### config.mk
export PLATFORM = sky130hd
export DESIGN_NAME = addsub_chunked
export DESIGN_NICKNAME = d
export VERILOG_FILES = /design/src/rtl/addsub_pkg.sv /design/src/rtl/fa_chunk.sv /design/src/rtl/addsub_chunked.sv
export SDC_FILE = /design/constraint.sdc
export NUM_CORES = 1
export LEC_CHECK = 0
export BUFFER_PORTS_ARGS = -buffer_cell sky130_fd_sc_hd__buf_2
export CORE_MARGIN = 5
export CORE_UTILIZATION = 52
export CTS_CLUSTER_SIZE = 28
export DETAILED_ROUTE_END_ITERATION = 8
export HOLD_SLACK_MARGIN = 0.12
export MAX_ROUTING_LAYER = met4
export PLACE_DENSITY = 0.75
export SETUP_SLACK_MARGIN = 0.3
export SYNTH_ARGS = -nofsm -noshare
export SYNTH_HDL_FRONTEND = slang
export SYNTH_HIERARCHICAL = 1
export SYNTH_SLANG_ARGS = --single-unit
### constraint.sdc
create_clock -name clk -period 5.85 [get_ports clk]
set_clock_uncertainty 0.15 [all_clocks]
set_input_delay 0.2925 -clock clk [delete_from_list [all_inputs] [get_ports clk]]
set_output_delay 0.2925 -clock clk [all_outputs]
set_load 0.02 [all_outputs]
### src/rtl/addsub_pkg.sv
// rtl/addsub_pkg.sv - shared types and helpers for the chunked adder/subtractor
package addsub_pkg;

    typedef enum logic [1:0] {
        ST_IDLE = 2'd0,
        ST_RUN  = 2'd1,
        ST_DONE = 2'd2
    } state_t;

    // Chunk index counter width; never narrower than one bit.
    function automatic int idx_width(input int nchunk);
        return (nchunk > 1) ? $clog2(nchunk) : 1;
    endfunction

endpackage

### src/rtl/fa_chunk.sv
// rtl/fa_chunk.sv - combinational CHUNK-bit ripple adder with carry into the top bit
module fa_chunk #(
    parameter int CHUNK = 8
) (
    input  logic [CHUNK-1:0] i0,
    input  logic [CHUNK-1:0] i1,
    input  logic             cin,
    output logic [CHUNK-1:0] sum,
    output logic             cout,
    output logic             c_msb
);

    always_comb begin
        logic w_c;
        sum   = '0;
        c_msb = 1'b0;
        w_c   = cin;
        for (int i = 0; i < CHUNK; i++) begin
            if (i == CHUNK - 1) begin
                c_msb = w_c;
            end
            sum[i] = i0[i] ^ i1[i] ^ w_c;
            w_c    = (i0[i] & i1[i]) | (w_c & (i0[i] ^ i1[i]));
        end
        cout = w_c;
    end

endmodule

### src/rtl/addsub_chunked.sv
// rtl/addsub_chunked.sv - multi-cycle WIDTH-bit adder/subtractor, CHUNK bits per clock
module addsub_chunked
    import addsub_pkg::*;
#(
    parameter int WIDTH = 32,
    parameter int CHUNK = 8
) (
    input  logic             clk,
    input  logic             rst_n,
    input  logic             in_valid,
    output logic             in_ready,
    input  logic [WIDTH-1:0] i0,
    input  logic [WIDTH-1:0] i1,
    input  logic             cin,
    input  logic             sub,
    output logic             out_valid,
    input  logic             out_ready,
    output logic [WIDTH-1:0] sum,
    output logic             cout,
    output logic             ovf
);

    localparam int NCHUNK = WIDTH / CHUNK;
    localparam int IDXW   = idx_width(NCHUNK);
    localparam logic [IDXW-1:0] LAST_IDX = IDXW'(NCHUNK - 1);

    state_t            r_state;
    state_t            w_state_nxt;
    logic [WIDTH-1:0]  r_a;
    logic [WIDTH-1:0]  r_b;
    logic [WIDTH-1:0]  r_res;
    logic [WIDTH-1:0]  r_sum;
    logic              r_carry;
    logic              r_cout;
    logic              r_ovf;
    logic              r_out_valid;
    logic [IDXW-1:0]   r_idx;

    logic [CHUNK-1:0]  w_a_chunk;
    logic [CHUNK-1:0]  w_b_chunk;
    logic [CHUNK-1:0]  w_sum_chunk;
    logic              w_cout_chunk;
    logic              w_c_msb;
    logic [WIDTH-1:0]  w_res_merged;
    logic              w_last;

    assign w_a_chunk = r_a[r_idx*CHUNK +: CHUNK];
    assign w_b_chunk = r_b[r_idx*CHUNK +: CHUNK];
    assign w_last    = (r_idx == LAST_IDX);

    fa_chunk #(.CHUNK(CHUNK)) u_fa (
        .i0    (w_a_chunk),
        .i1    (w_b_chunk),
        .cin   (r_carry),
        .sum   (w_sum_chunk),
        .cout  (w_cout_chunk),
        .c_msb (w_c_msb)
    );

    // Final edge publishes the result including the slice being computed now.
    always_comb begin
        w_res_merged = r_res;
        w_res_merged[r_idx*CHUNK +: CHUNK] = w_sum_chunk;
    end

    always_ff @(posedge clk) begin
        if (!rst_n) begin
            r_state <= ST_IDLE;
        end else begin
            r_state <= w_state_nxt;
        end
    end

    always_comb begin
        w_state_nxt = r_state;
        case (r_state)
            ST_IDLE: if (in_valid) w_state_nxt = ST_RUN;
            ST_RUN:  if (w_last) w_state_nxt = ST_DONE;
            ST_DONE: if (out_ready) w_state_nxt = ST_IDLE;
            default: w_state_nxt = ST_IDLE;
        endcase
    end

    always_ff @(posedge clk) begin
        if (!rst_n) begin
            r_a         <= '0;
            r_b         <= '0;
            r_res       <= '0;
            r_sum       <= '0;
            r_carry     <= 1'b0;
            r_cout      <= 1'b0;
            r_ovf       <= 1'b0;
            r_out_valid <= 1'b0;
            r_idx       <= '0;
        end else begin
            case (r_state)
                ST_IDLE: begin
                    if (in_valid) begin
                        // Subtraction is A + ~B + ~borrow.
                        r_a     <= i0;
                        r_b     <= sub ? ~i1 : i1;
                        r_carry <= cin ^ sub;
                        r_idx   <= '0;
                    end
                end
                ST_RUN: begin
                    r_res   <= w_res_merged;
                    r_carry <= w_cout_chunk;
                    if (w_last) begin
                        r_sum       <= w_res_merged;
                        r_cout      <= w_cout_chunk;
                        r_ovf       <= w_c_msb ^ w_cout_chunk;
                        r_out_valid <= 1'b1;
                        r_idx       <= '0;
                    end else begin
                        r_idx <= r_idx + IDXW'(1);
                    end
                end
                ST_DONE: begin
                    if (out_ready) begin
                        r_out_valid <= 1'b0;
                    end
                end
                default: begin
                    r_out_valid <= 1'b0;
                end
            endcase
        end
    end

    assign in_ready  = (r_state == ST_IDLE) && rst_n;
    assign out_valid = r_out_valid;
    assign sum       = r_sum;
    assign cout      = r_cout;
    assign ovf       = r_ovf;

endmodule

After elaboration in Yosys (flattened, before gate mapping)
Cells that the tools add are included.
Word-level totals
  register bits after elaboration: 136
  input bits: 70
  word-level logic and storage cells: 88
Cells by class
  bitwise logic cells: 44
  $add $sub $neg: 2
  eq/ne operators: 6
  shifts and indexed selects: 4
  multiplexer cells: 14
  reduce and logical (&&, ||, !) cells: 8
Operators with widths (number)
  indexed part select 32 x 6 -> 8 bit: 2
  negator 5 -> 34 bit: 1
  variable shift 8 x 34 -> 32 bit (first input constant): 1
  indexed part select 8 x 34 -> 32 bit: 1
  bitwise mux 32 bit: 1
  2-to-1 mux 32 bit: 1
  NOT 32 bit: 1
  XOR 1 bit: 18
  AND 1 bit: 16
  2-to-1 mux 2 bit: 5
  bitwise OR 1 bit: 8
  inequality test 2 bit (second input constant): 3
  case mux 2 bit (3 select lines): 1
  AND reduction 2 bit: 3
  AND reduction 3 bit: 2
  equality test 2 bit (second input constant): 2
  case mux 2 bit (2 select lines): 1
  2-to-1 mux 1 bit: 3
  case mux 1 bit (3 select lines): 1
  adder 2 x 1 -> 2 bit (second input constant): 1
  equality test 2 x 1 -> 1 bit (second input constant): 1
  zero test 2 bit: 1
  case mux 1 bit (2 select lines): 1
  nonzero test 2 bit: 1
  2 further kinds: 2

Longest topological paths before layout
Gate-level depths: netlist of the first run.
  depth in word-level cells: 19
  mapped depth: 17
  mapped depth without buffers: 16

Hierarchy
The synthesis of the first run kept the hierarchy.
Modules (own cells, without submodules)
  addsub_chunked: instances 1, cells an instance 648, seq. area each 2722.6 um^2, area each 5931.9 um^2
  fa_chunk: instances 1, cells an instance 18, seq. area each 0.0 um^2, area each 197.7 um^2

Worst setup path before layout of the first run
No wires, ideal clock.
  path kind: reg-to-reg
  from: register r_idx[0]
  to: register r_sum[31] (netlist: sum[31])
  buffers on the path: 1
  required time: 5.579 ns
  setup slack: 1.166 ns
  clock period less this slack: 4.684 ns
  cell stages (with the launch flop): 17
  arrival: 4.412 ns
  cell sequence: dfxtp_1 buf_4 mux4_2 fa_1 inv_1 fa_1 inv_1 fa_1 fa_1 fa_1 fa_1 inv_1 fa_1 inv_1 fa_1 a32oi_1 a21oi_1
On the way
  word-level cells in the longest chain between the ends: 19
  elaborated cells between the ends (all ways): 45
Ends and longest elaborated chain
  start, declared: line addsub_chunked.sv:37  | logic [IDXW-1:0] r_idx;
  start signal, assigned: line addsub_chunked.sv:116  | r_idx <= r_idx + IDXW'(1);
  indexed part select 32 x 6 -> 8 bit *: line addsub_chunked.sv:47  | assign w_a_chunk = r_a[r_idx*CHUNK +: CHUNK];
  net w_a_chunk[0]: line addsub_chunked.sv:39  | logic [CHUNK-1:0] w_a_chunk;
  XOR 1 bit: line fa_chunk.sv:23  | w_c = (i0[i] & i1[i]) | (w_c & (i0[i] ^ i1[i]));
  AND 1 bit: line fa_chunk.sv:23
  bitwise OR 1 bit *: line fa_chunk.sv:23
  AND 1 bit *: line fa_chunk.sv:23
  bitwise OR 1 bit *: line fa_chunk.sv:23
  AND 1 bit *: line fa_chunk.sv:23
  [6 not listed]
  bitwise OR 1 bit *: line fa_chunk.sv:23
  AND 1 bit *: line fa_chunk.sv:23
  bitwise OR 1 bit *: line fa_chunk.sv:23
  net w_c_msb: line addsub_chunked.sv:43  | logic w_c_msb;
  XOR 1 bit *: line fa_chunk.sv:22  | sum[i] = i0[i] ^ i1[i] ^ w_c;
  net w_sum_chunk[7]: line addsub_chunked.sv:41  | logic [CHUNK-1:0] w_sum_chunk;
  indexed part select 8 x 34 -> 32 bit *: line addsub_chunked.sv:63  | w_res_merged[r_idx*CHUNK +: CHUNK] = w_sum_chunk;
  bitwise mux 32 bit *: line addsub_chunked.sv:63
  end signal, assigned: line addsub_chunked.sv:110  | r_sum <= w_res_merged;
  end, declared: line addsub_chunked.sv:32  | logic [WIDTH-1:0] r_sum;
Mark *: on every way through the listed nets, which the timed path passes. The rest lies on a longest branch.
A chain may end at the register's enable or synchronous reset.

Final worst setup path of the first run
  from: register r_idx[0]
  to: register r_res[15]
On the way
  word-level cells in the longest chain between the ends: 19
  elaborated cells between the ends (all ways): 43
Ends and longest elaborated chain
  indexed part select 32 x 6 -> 8 bit *: line addsub_chunked.sv:48  | assign w_b_chunk = r_b[r_idx*CHUNK +: CHUNK];
  net w_b_chunk[0]: line addsub_chunked.sv:40  | logic [CHUNK-1:0] w_b_chunk;
  XOR 1 bit: line fa_chunk.sv:23
  AND 1 bit: line fa_chunk.sv:23
  bitwise OR 1 bit *: line fa_chunk.sv:23
  AND 1 bit *: line fa_chunk.sv:23
  bitwise OR 1 bit *: line fa_chunk.sv:23
  AND 1 bit *: line fa_chunk.sv:23
  [6 not listed]
  bitwise OR 1 bit *: line fa_chunk.sv:23
  AND 1 bit *: line fa_chunk.sv:23
  bitwise OR 1 bit *: line fa_chunk.sv:23
  net w_c_msb: line addsub_chunked.sv:43
  XOR 1 bit *: line fa_chunk.sv:22
  net w_sum_chunk[7]: line addsub_chunked.sv:41
  indexed part select 8 x 34 -> 32 bit *: line addsub_chunked.sv:63
  bitwise mux 32 bit *: line addsub_chunked.sv:63
  end signal, assigned: line addsub_chunked.sv:107  | r_res <= w_res_merged;
  end, declared: line addsub_chunked.sv:31  | logic [WIDTH-1:0] r_res;
Marked as above.

==> flow_metrics.tcl, run 1 <==
set metrics [dict create \
    yosysTopAreaCell "dfxtp_1" \
    finalWeightedCongestion 0.884 \
    fp.dieH_um 119 \
    drt-total-wl_um 17200 \
    setup_viol 0 \
    routedWlPerCell_um 18.0 \
    num_rows 39 \
    design_area_sq_um 7810 \
    seq_power_share_pct 42.7 \
    grt_antenna_before_repair 1 \
    synth.top_cell.area_share_pct 44.4 \
    syn_area_sq_um 6130 \
    clockRootBuffer "clkbuf_16" \
    overflow 0 \
    max_freq_mhz 204 \
    dpl-instance-area_sq_um 6610 \
    routed-via-count 5522 \
    postCtsSetupBuffers 0 \
    hold_class "in -> reg" \
    cts_buffer_depth 2 \
    rrSetupSlack_ps 940 \
    drcViolationCount 0 \
    syn_area_per_cell_sq_um 9.20 \
    arrival_ps 5090 \
    powerDensity_nw_per_um2 298 \
    core_area_sq_um 11500 \
    tightest_slew_ps 1270 \
    clk_pin_slew_ps 60 \
    ir_worst_vdd_mv 0.185 \
    ys_ff_latch 136 \
    fin_crit_sh_pct 83.9 \
    combinationalPowerShare_pct 14.4 \
    crit_fanout 14 \
    cp-start-kind "flop" \
    clock_latency_ps 420 \
    worstPathRequired_ps 6030 \
    worstSetupPathType "reg -> reg" \
    hold-path-cell-count 4 \
    switchingPower_uw 637 \
    drtIter0Drc 419 \
    status "completed" \
    cts_tree "done" \
    grt.total_usage_pct 25.4 \
    maxCapViolCount 0 \
    register_area_sq_um 2720 \
    r2r_cells 16 \
    path_buf_inv 5 \
    die_area_sq_um 14100 \
    slew_headroom_pct 15.0 \
    io_buffers 105 \
    async_reset_ff_share_pct 0 \
    netSwitchingFraction_pct 27.3 \
    ios 106 \
    netlist-cell-type-count 39 \
    min_from "out_ready" \
    die_w_um 119 \
    clock_sinks 136 \
    numCtsBuffers 17 \
    yosysWarnings 6 \
    vias_per_cell 5.76 \
    rsz0062_at_grt "false" \
    setup_tns_ps 0 \
    drt-pass1-iter-count 5 \
    dp_hpwl_um 10700 \
    yosysMostFrequentCell "dfxtp_1" \
    maxSlewViolCount 0 \
    synthTopCellsByArea "dfxtp_1 (44%), nand2_1 (7.0%), mux4_2 (5.9%)" \
    drive_gt1_share_pct 20.5 \
    cts_resized 0 \
    critical_path.max_stage_delay_ps 630 \
    min_to "r_state[1]" \
    path_common_cell "fa_1" \
    worstReg2RegStart "r_idx[0]" \
    fillCellCount 816 \
    htree_levels 4 \
    ys.flop_type "dfxtp_1" \
    crit_chain "buf_4, mux4_2, fa_1, inv_1, fa_1, inv_1, fa_1, fa_1, fa_1, fa_1, inv_1, fa_1, inv_1, fa_1, nand2_1, o22ai_1" \
    finalNetCount 885 \
    multi_input_area_sq_um 3080 \
    ant_nets 0 \
    hold_viol_final 0 \
    internal-power_mw 1.69 \
    period_minus_slack_ps 4910 \
    synth_fp_nets 750 \
    cp_top_family "adder cells" \
    crit_slowest_cell "fa_1" \
    power_frac_clock_pct 43.0 \
    start_util_pct 53.5 \
    end_kind "flop" \
    grt_pass1_wl_um 28000 \
    grt_pass1_vias 5575 \
    worst_r2r_endpoint "r_res[15]" \
    synth_edf_count 0 \
    synthesis.instances 666 \
    grt_start_max_net_pins 70 \
    yosys-top-cells-count "dfxtp_1 (136), nand2_1 (114), a21oi_1 (56)" \
    area_delta_synth_final_pct 27.4 \
    cts-hold-fix-buffers 64 \
    yosysSeqAreaShare_pct 44.4 \
    leakage_nw 3.21 \
]
## state kept, by name, indices dropped and copies added, names as in the netlist
name / cells
ovf: 1
sum: 32
r_res: 32
r_state: 2
out_valid: 1
r_b: 32
r_a: 32
r_carry: 1
cout: 1
r_idx: 2
## cell families (layout without fill, tap and decap cells)
logic type / after synthesis / in the layout / share of synthesized area (%)
multiplexers: 17 / 17 / 6.04
adder cells (fa/ha/maj): 14 / 14 / 3.84
XOR/XNOR: 34 / 34 / 4.86
AND/OR/NAND/NOR: 198 / 198 / 15.3
flip-flops: 136 / 136 / 44.4
other: 0 / 1 / 0
AO/OA/AOI/OAI: 193 / 193 / 20.1
buffers and inverters: 74 / 222 / 5.41
## layout make-up
class                           instances  share of cell area (%)
Clock inverter                         15                    1.67
Tap cell                              143                    2.29
Timing Repair Buffer                  176                    15.6
Clock buffer                           17                    5.45
Sequential cell                       136                    34.9
Inverter                               14                   0.673
Multi-Input combinational cell        456                    39.4
Antenna cell                            1                  0.0321
## tightest hold or removal path, cell delays in order
cell and delay (ps):
buf_2 110, nor2_1 80, a21oi_1 80, nor2_1 100
## per-layer routing
layer / vias to the layer above / global-route usage (%) / part of all wire (%)
li1: 2616 / - / -
met5: - / - / 0
met4: 0 / 12.8 / 4.0
met2: 236 / 41.0 / 50
met3: 57 / 5.49 / 6.8
met1: 2613 / 29.7 / 40
## cells in the final DEF (no fill, tap or decap), drive strengths merged, types with 2 or more instances in the layout
cell type    count
nand2          115
a22oi            2
and3b            2
nor2            30
fa               8
a21boi          11
a211oi          17
dfxtp          136
dlygate4sd3     64
clkbuf          17
o22ai           24
buf            112
clkinv          10
a32oi           15
inv             15
and2             2
a21oi           56
xnor2           34
nand4            9
nand2b          11
o211a           16
o21ai           33
nor3b            2
ha               6
clkinvlp         3
nor2b           20
a31oi           17
mux4            16
## how the worst max path moves through the flow
stage | from | cells past startpoint | to
after floorplan | r_idx[0] | 16 | sum[31]
after global placement | r_idx[0] | 16 | sum[31]
after detailed placement | r_idx[0] | 16 | r_res[15]
after CTS | r_idx[0] | 16 | r_res[15]
after global routing | r_idx[0] | 16 | sum[31]
final | r_idx[0] | 16 | r_res[15]
## through the flow
step | cells | total power [mW] | hold WS, ps | utilization [%] | worst slack (ps)
global placement | 861 | 1.29 | 295 | 57.6 | 1120
floorplan | 666 | 1.21 | 278 | - | 1170
finish | 958 | 2.33 | 130 | 68.1 | 944
detailed placement | 861 | 1.30 | 296 | 57.6 | 1030
global route | 958 | 2.41 | 162 | 68.1 | 698
CTS | 957 | 2.32 | 122 | 68.1 | 1020
## power by group through the flow
stage / combinational, mW / clock [mW] / sequential, mW
detailed placement: 0.290 / 0 / 1.01
CTS: 0.326 / 1.00 / 0.993
finish: 0.334 / 1.00 / 0.994
global route: 0.362 / 1.05 / 0.997
global placement: 0.284 / 0 / 1.01
floorplan: 0.209 / 0 / 1.00
(Power assumes the default switching activity.)
==> inputs of run 2 (changes only) <==
- clock period: 5.85 -> 4.95 ns (I/O delays scaled with it)
==> run 2 against run 1 <==
  * Global-route usage up 0.093 points
  * Die area is the same
  * Count of clock-buffer cells in the layout increased by 1
  * Largest cell class unchanged
  * Critical path depth is 1 lower
  * Total power up 23%
  * Worst hold slack improved by 180 ps
  * Maximum frequency up 8.9%
  * Design area is 1.3% higher
  * Sequential power up 18%
  * Core utilization increased by 0.89 points
==> flow_metrics.tcl, run 2 (same netlist as run 1, synthesis figures left out) <==
set metrics [dict create \
    status "completed" \
    path_common_cell "fa_1" \
    setup_tns_ps 0 \
    multi_input_area_sq_um 3090 \
    die_area_sq_um 14100 \
    fp.dieH_um 119 \
    dp_hpwl_um 10500 \
    grt_pass1_vias 5588 \
    min_from "r_a[16]" \
    routed-via-count 5498 \
    routedWlPerCell_um 18.1 \
    r2r_cells 15 \
    area_delta_synth_final_pct 29.0 \
    register_area_sq_um 2730 \
    rsz0062_at_grt "false" \
    internal-power_mw 2.13 \
    final_cell_mix "dfxtp_1 (135), nand2_1 (113), buf_2 (105), dlygate4sd3_1 (67), a21oi_1 (56)" \
    critical_path.max_stage_delay_ps 640 \
    final_common_cell "dfxtp_1" \
    crit_fanout 6 \
    final_core_util_pct 69.0 \
    fin_crit_sh_pct 91.0 \
    slew_headroom_pct 30.5 \
    postCtsSetupBuffers 0 \
    max_freq_mhz 222 \
    grt.total_usage_pct 25.5 \
    period_minus_slack_ps 4510 \
    setup_viol 0 \
    ios 106 \
    fillCellCount 790 \
    drive_gt1_share_pct 21.1 \
    overflow 0 \
    finalWeightedCongestion 0.856 \
    clk_pin_slew_ps 60 \
    n_antenna_cell 0 \
    grt_pass1_wl_um 28200 \
    numCtsBuffers 17 \
    switchingPower_uw 746 \
    worst_r2r_endpoint "sum[15]" \
    maxSlewViolCount 0 \
    total_power_mw 2.87 \
    drt-total-wl_um 17400 \
    clock_sinks 136 \
    worstSetupPathType "reg -> reg" \
    drt-pass1-iter-count 5 \
    cts_tree "done" \
    htree_levels 4 \
    ant_nets 0 \
    crit_slowest_cell "fa_2" \
    ir_worst_vdd_mv 0.262 \
    vias_per_cell 5.72 \
    combinationalPowerShare_pct 13.9 \
    grt_antenna_before_repair 0 \
    power_frac_clock_pct 45.2 \
    maxCapViolCount 0 \
    drcViolationCount 0 \
    hold-path-cell-count 2 \
    min_to "r_a[16]" \
    hold_viol_final 0 \
    cp-start-kind "flop" \
    seq_power_share_pct 40.9 \
    worstPathRequired_ps 5140 \
    start_util_pct 53.5 \
    clockRootBuffer "clkbuf_16" \
    clock_latency_ps 420 \
    die_w_um 119 \
    io_buffers 105 \
    drtIter0Drc 496 \
    worstReg2RegStart "r_idx[0]" \
    cts_buffer_depth 2 \
    num_rows 39 \
    arrival_ps 4690 \
    netSwitchingFraction_pct 26.0 \
    tightest_slew_ps 1040 \
    grt_start_max_net_pins 75 \
    leakage_nw 3.26 \
    core_area_sq_um 11500 \
    rrSetupSlack_ps 440 \
    powerDensity_nw_per_um2 363 \
    hold_class "reg -> reg" \
    finalNetCount 889 \
    crit_chain "mux4_2, fa_1, inv_1, fa_1, inv_1, fa_1, fa_2, fa_2, fa_1, inv_1, fa_1, inv_1, fa_2, nand4_1, a31oi_1" \
    end_kind "flop" \
]
run 2: cell type report:
cell class | count | area share (%)
multi-input combinational | 456 | 39.0
sequential | 136 | 34.5
timing repair buffer | 180 | 15.9
clock buffer | 18 | 5.55
tap | 143 | 2.26
clock inverter | 14 | 2.15
inverter | 14 | 0.664
run 2: per-layer routing:
| layer | global-route usage, % | routed length, um | share of wire (%) | up-vias |
|---|---|---|---|---|
| li1 | - | - | - | 2619 |
| met4 | 11.5 | 605 | 3.5 | 0 |
| met5 | - | 0 | 0 | - |
| met3 | 4.82 | 1020 | 5.9 | 47 |
| met1 | 29.0 | 6900 | 40 | 2627 |
| met2 | 43.4 | 8840 | 51 | 205 |
run 2: repair_timing:
| action | in CTS | in global routing |
|---|---|---|
| pin swaps | 0 | 3 |
| endpoints found under the setup margin | 4 | 10 |
| hold buffers | 67 | 0 |
| hold endpoints to repair | 68 | 0 |
| gates resized for setup | 1 | 5 |
run 2: worst max-delay path by stage:
stage	to	start	slack [ps]
after floorplan	sum[31]	r_idx[0]	310
after global placement	sum[31]	r_idx[0]	380
after detailed placement	r_res[15]	r_idx[0]	270
after CTS	r_res[31]	r_idx[0]	310
after global routing	sum[31]	r_idx[0]	310
final	sum[15]	r_idx[0]	440
run 2: power groups by stage:
| stage | clock network, mW | registers [mW] | logic, mW |
|---|---|---|---|
| 6_report | 1.30 | 1.17 | 0.400 |
| 5_1_grt | 1.35 | 1.18 | 0.434 |
| 2_1_floorplan | 0 | 1.18 | 0.248 |
| 4_1_cts | 1.31 | 1.17 | 0.386 |
| 3_3_place_gp | 0 | 1.19 | 0.335 |
| 3_5_place_dp | 0 | 1.20 | 0.342 |
run 2: critical path, delay by kind of cell, from the launching register on:
kind	cells	cell delay, ps
fa+ha+maj	8	2810
flops	1	370
mux	1	520
compound gates	1	180
buf+inv	4	280
simple gates	1	110
run 2: stage by stage:
step | setup slack, ps | cells | instance area, sq um | hold WS (ps)
after global routing | 307 | 961 | 7910 | 330
after CTS | 315 | 961 | 7900 | 304
after floorplan | 306 | 666 | 6130 | 233
after global placement | 381 | 862 | 6620 | 294
after detailed placement | 271 | 862 | 6620 | 297
final | 444 | 961 | 7910 | 309
==> inputs of run 3 (changes only) <==
- SYNTH_HIERARCHICAL: 1 -> not set
==> run 3 against run 2 <==
  * Global-route usage decreased by 1.0 points
  * Sequential share of layout area down 0.79 points
  * Critical endpoint is now sum[31]
  * Largest cell class unchanged
  * Critical path type unchanged
  * Design area grew 2.3%
==> flow_metrics.tcl, run 3 <==
set metrics [dict create \
    synth.top_cell.area_share_pct 43.0 \
    syn_area_per_cell_sq_um 9.20 \
    hold-path-cell-count 2 \
    yosysTopAreaCell "dfxtp_1" \
    synthTopCellsByArea "dfxtp_1 (43%), nand2_1 (7.5%), mux4_2 (5.7%)" \
    total_power_mw 2.83 \
    worstSetupPathType "reg -> reg" \
    overflow 0 \
    crit_fanout 7 \
    drtIter0Drc 469 \
    grt_pass1_vias 5602 \
    clock_sinks 136 \
    rrSetupSlack_ps 430 \
    synth_fp_nets 772 \
    status "completed" \
    yosysSeqAreaShare_pct 43.0 \
    io_buffers 105 \
    power_frac_clock_pct 44.0 \
    slew_headroom_pct 15.0 \
    netSwitchingFraction_pct 25.2 \
    die_area_sq_um 14500 \
    area_delta_synth_final_pct 27.8 \
    seq_power_share_pct 41.5 \
    min_to "r_res[10]" \
    combinationalPowerShare_pct 14.5 \
    final_common_cell "dfxtp_1" \
    synth_edf_count 0 \
    finalNetCount 912 \
    grt.total_usage_pct 24.4 \
    start_util_pct 52.9 \
    clockRootBuffer "clkbuf_16" \
    design_area_sq_um 8090 \
    netlist-cell-type-count 41 \
    routed-via-count 5614 \
    tightest_slew_ps 1260 \
    hold_class "reg -> reg" \
    drive_gt1_share_pct 20.1 \
    die_w_um 120 \
    cp-start-kind "flop" \
    powerDensity_nw_per_um2 350 \
    internal-power_mw 2.12 \
    leakage_nw 3.51 \
    ys.flop_type "dfxtp_1" \
    yosysMostFrequentCell "dfxtp_1" \
    clk_pin_slew_ps 60 \
    ir_worst_vdd_mv 0.256 \
    maxCapViolCount 0 \
    worstPathRequired_ps 5100 \
    maxSlewViolCount 0 \
    n_antenna_cell 0 \
    rsz0062_at_grt "false" \
    htree_levels 4 \
    grt_pass1_wl_um 27600 \
    dpl-instance-area_sq_um 6800 \
    finalWeightedCongestion 0.850 \
    synthesis.instances 688 \
    num_rows 40 \
    switchingPower_uw 714 \
    drt-pass1-iter-count 7 \
    setup_viol 0 \
    ant_nets 0 \
    yosys-top-cells-count "dfxtp_1 (136), nand2_1 (126), a21oi_1 (67)" \
    dp_slack_ps 250 \
    drcViolationCount 0 \
    max_freq_mhz 221 \
    ios 106 \
    vias_per_cell 5.69 \
    clock_latency_ps 420 \
    end_kind "flop" \
    fp.dieH_um 120 \
    numCtsBuffers 17 \
    async_reset_ff_share_pct 0 \
    setup_tns_ps 0 \
    grt_start_max_net_pins 103 \
    min_from "r_res[10]" \
    r2r_cells 15 \
    period_minus_slack_ps 4520 \
    dp_hpwl_um 10500 \
    fin_crit_sh_pct 91.3 \
    grt_antenna_before_repair 0 \
    final_cell_mix "dfxtp_1 (135), nand2_1 (126), buf_2 (105), a21oi_1 (67), dlygate4sd3_1 (67)" \
    yosysWarnings 0 \
    arrival_ps 4670 \
    ys_ff_latch 136 \
    worstReg2RegStart "r_idx[0]" \
    cts_tree "done" \
    routedWlPerCell_um 17.3 \
    core_area_sq_um 12000 \
    hold_viol_final 0 \
    drt-total-wl_um 17100 \
    cts_buffer_depth 2 \
    worst_r2r_endpoint "sum[31]" \
    syn_area_sq_um 6330 \
    finalWorstSetupSlack_ps 431 \
]
-- run 3: changes by cell type in the layout (fill, tap and decap cells not counted), moves of 14 or more --
| cell | previous run | this run |
|---|---|---|
| o22ai_1 | 24 | 0 |
| nor2_1 | 30 | 12 |
| a31oi_1 | 17 | 0 |
| o211a_1 | 16 | 33 |
| a211oi_1 | 17 | 1 |
| inv_1 | 14 | 28 |
-- run 3: logic make-up (layout without fill, tap and decap cells) --
family                     after synthesis  count (layout)  synth area share (%)
xor gates and xnor gates                34              34                  4.70
muxes                                   16              16                  5.69
adders and majority gates               14              14                  3.72
buffers and inverters                   91             243                  6.48
AOI/OAI and AO/OA                      195             195                  21.1
and+or+nand+nor                        202             202                  15.3
DFF                                    136             136                  43.0
-- run 3: how the worst max path moves through the flow --
stage | startpoint | to | slack (ps) | cells past startpoint
6_report | r_idx[0] | sum[31] | 430 | 15
5_1_grt | r_idx[0] | sum[31] | 270 | 15
4_1_cts | r_idx[0] | sum[15] | 290 | 15
3_5_place_dp | r_idx[0] | sum[15] | 250 | 15
3_3_place_gp | r_idx[0] | sum[15] | 360 | 15
2_1_floorplan | r_idx[1] | sum[15] | 310 | 18
-- run 3: what timing repair did --
item                       in CTS  in global routing
pin swaps                       0                  2
hold buffers                   67                  0
hold endpoints to repair       68                  0
gates resized for setup         1                  6
setup endpoints to repair       3                  7
buffers inserted                1                  1
-- run 3: layout make-up --
type                    instances  area [sq um]
clock inverters                 8          95.1
flip-flops and latches        136          2720
fillers                       899          3870
inverters                      30           113
well taps                     147           184
repair buffers                182          1270
clock buffers                  23           488
multi-input cells             461          3210
-- run 3: routing by layer --
| layer | vias up | global-route usage, % | share of wire (%) |
|---|---|---|---|
| met3 | 34 | 5.80 | 5.8 |
| met1 | 2698 | 28.4 | 41 |
| li1 | 2684 | - | - |
| met5 | - | - | 0 |
| met4 | 0 | 8.36 | 1.9 |
| met2 | 198 | 41.7 | 51 |
-- run 3: critical path, stage by stage, from the launching register on --
cell and delay [ps]:
dfxtp_2 350, mux4_2 330, inv_1 60, fa_2 370, fa_1 390, fa_1 400
fa_2 350, fa_1 370, inv_1 80, fa_1 170, inv_1 60, fa_2 350
inv_2 70, fa_2 510, a221oi_1 300, nor2_1 90
-- run 3: power groups by stage --
stage / sequential (mW) / clock [mW] / combinational [mW]
final: 1.17 / 1.25 / 0.411
after global routing: 1.18 / 1.31 / 0.445
after CTS: 1.17 / 1.25 / 0.396
after detailed placement: 1.19 / 0 / 0.350
after global placement: 1.19 / 0 / 0.341
after floorplan: 1.18 / 0 / 0.259
-- run 3: per-stage QoR --
stage / hold slack (ps) / utilization, % / instances
after floorplan: 232 / - / 688
after detailed placement: 292 / 56.8 / 886
final: 302 / 67.6 / 987
after global routing: 317 / 67.6 / 987
after CTS: 300 / 67.4 / 985
after global placement: 287 / 56.8 / 886
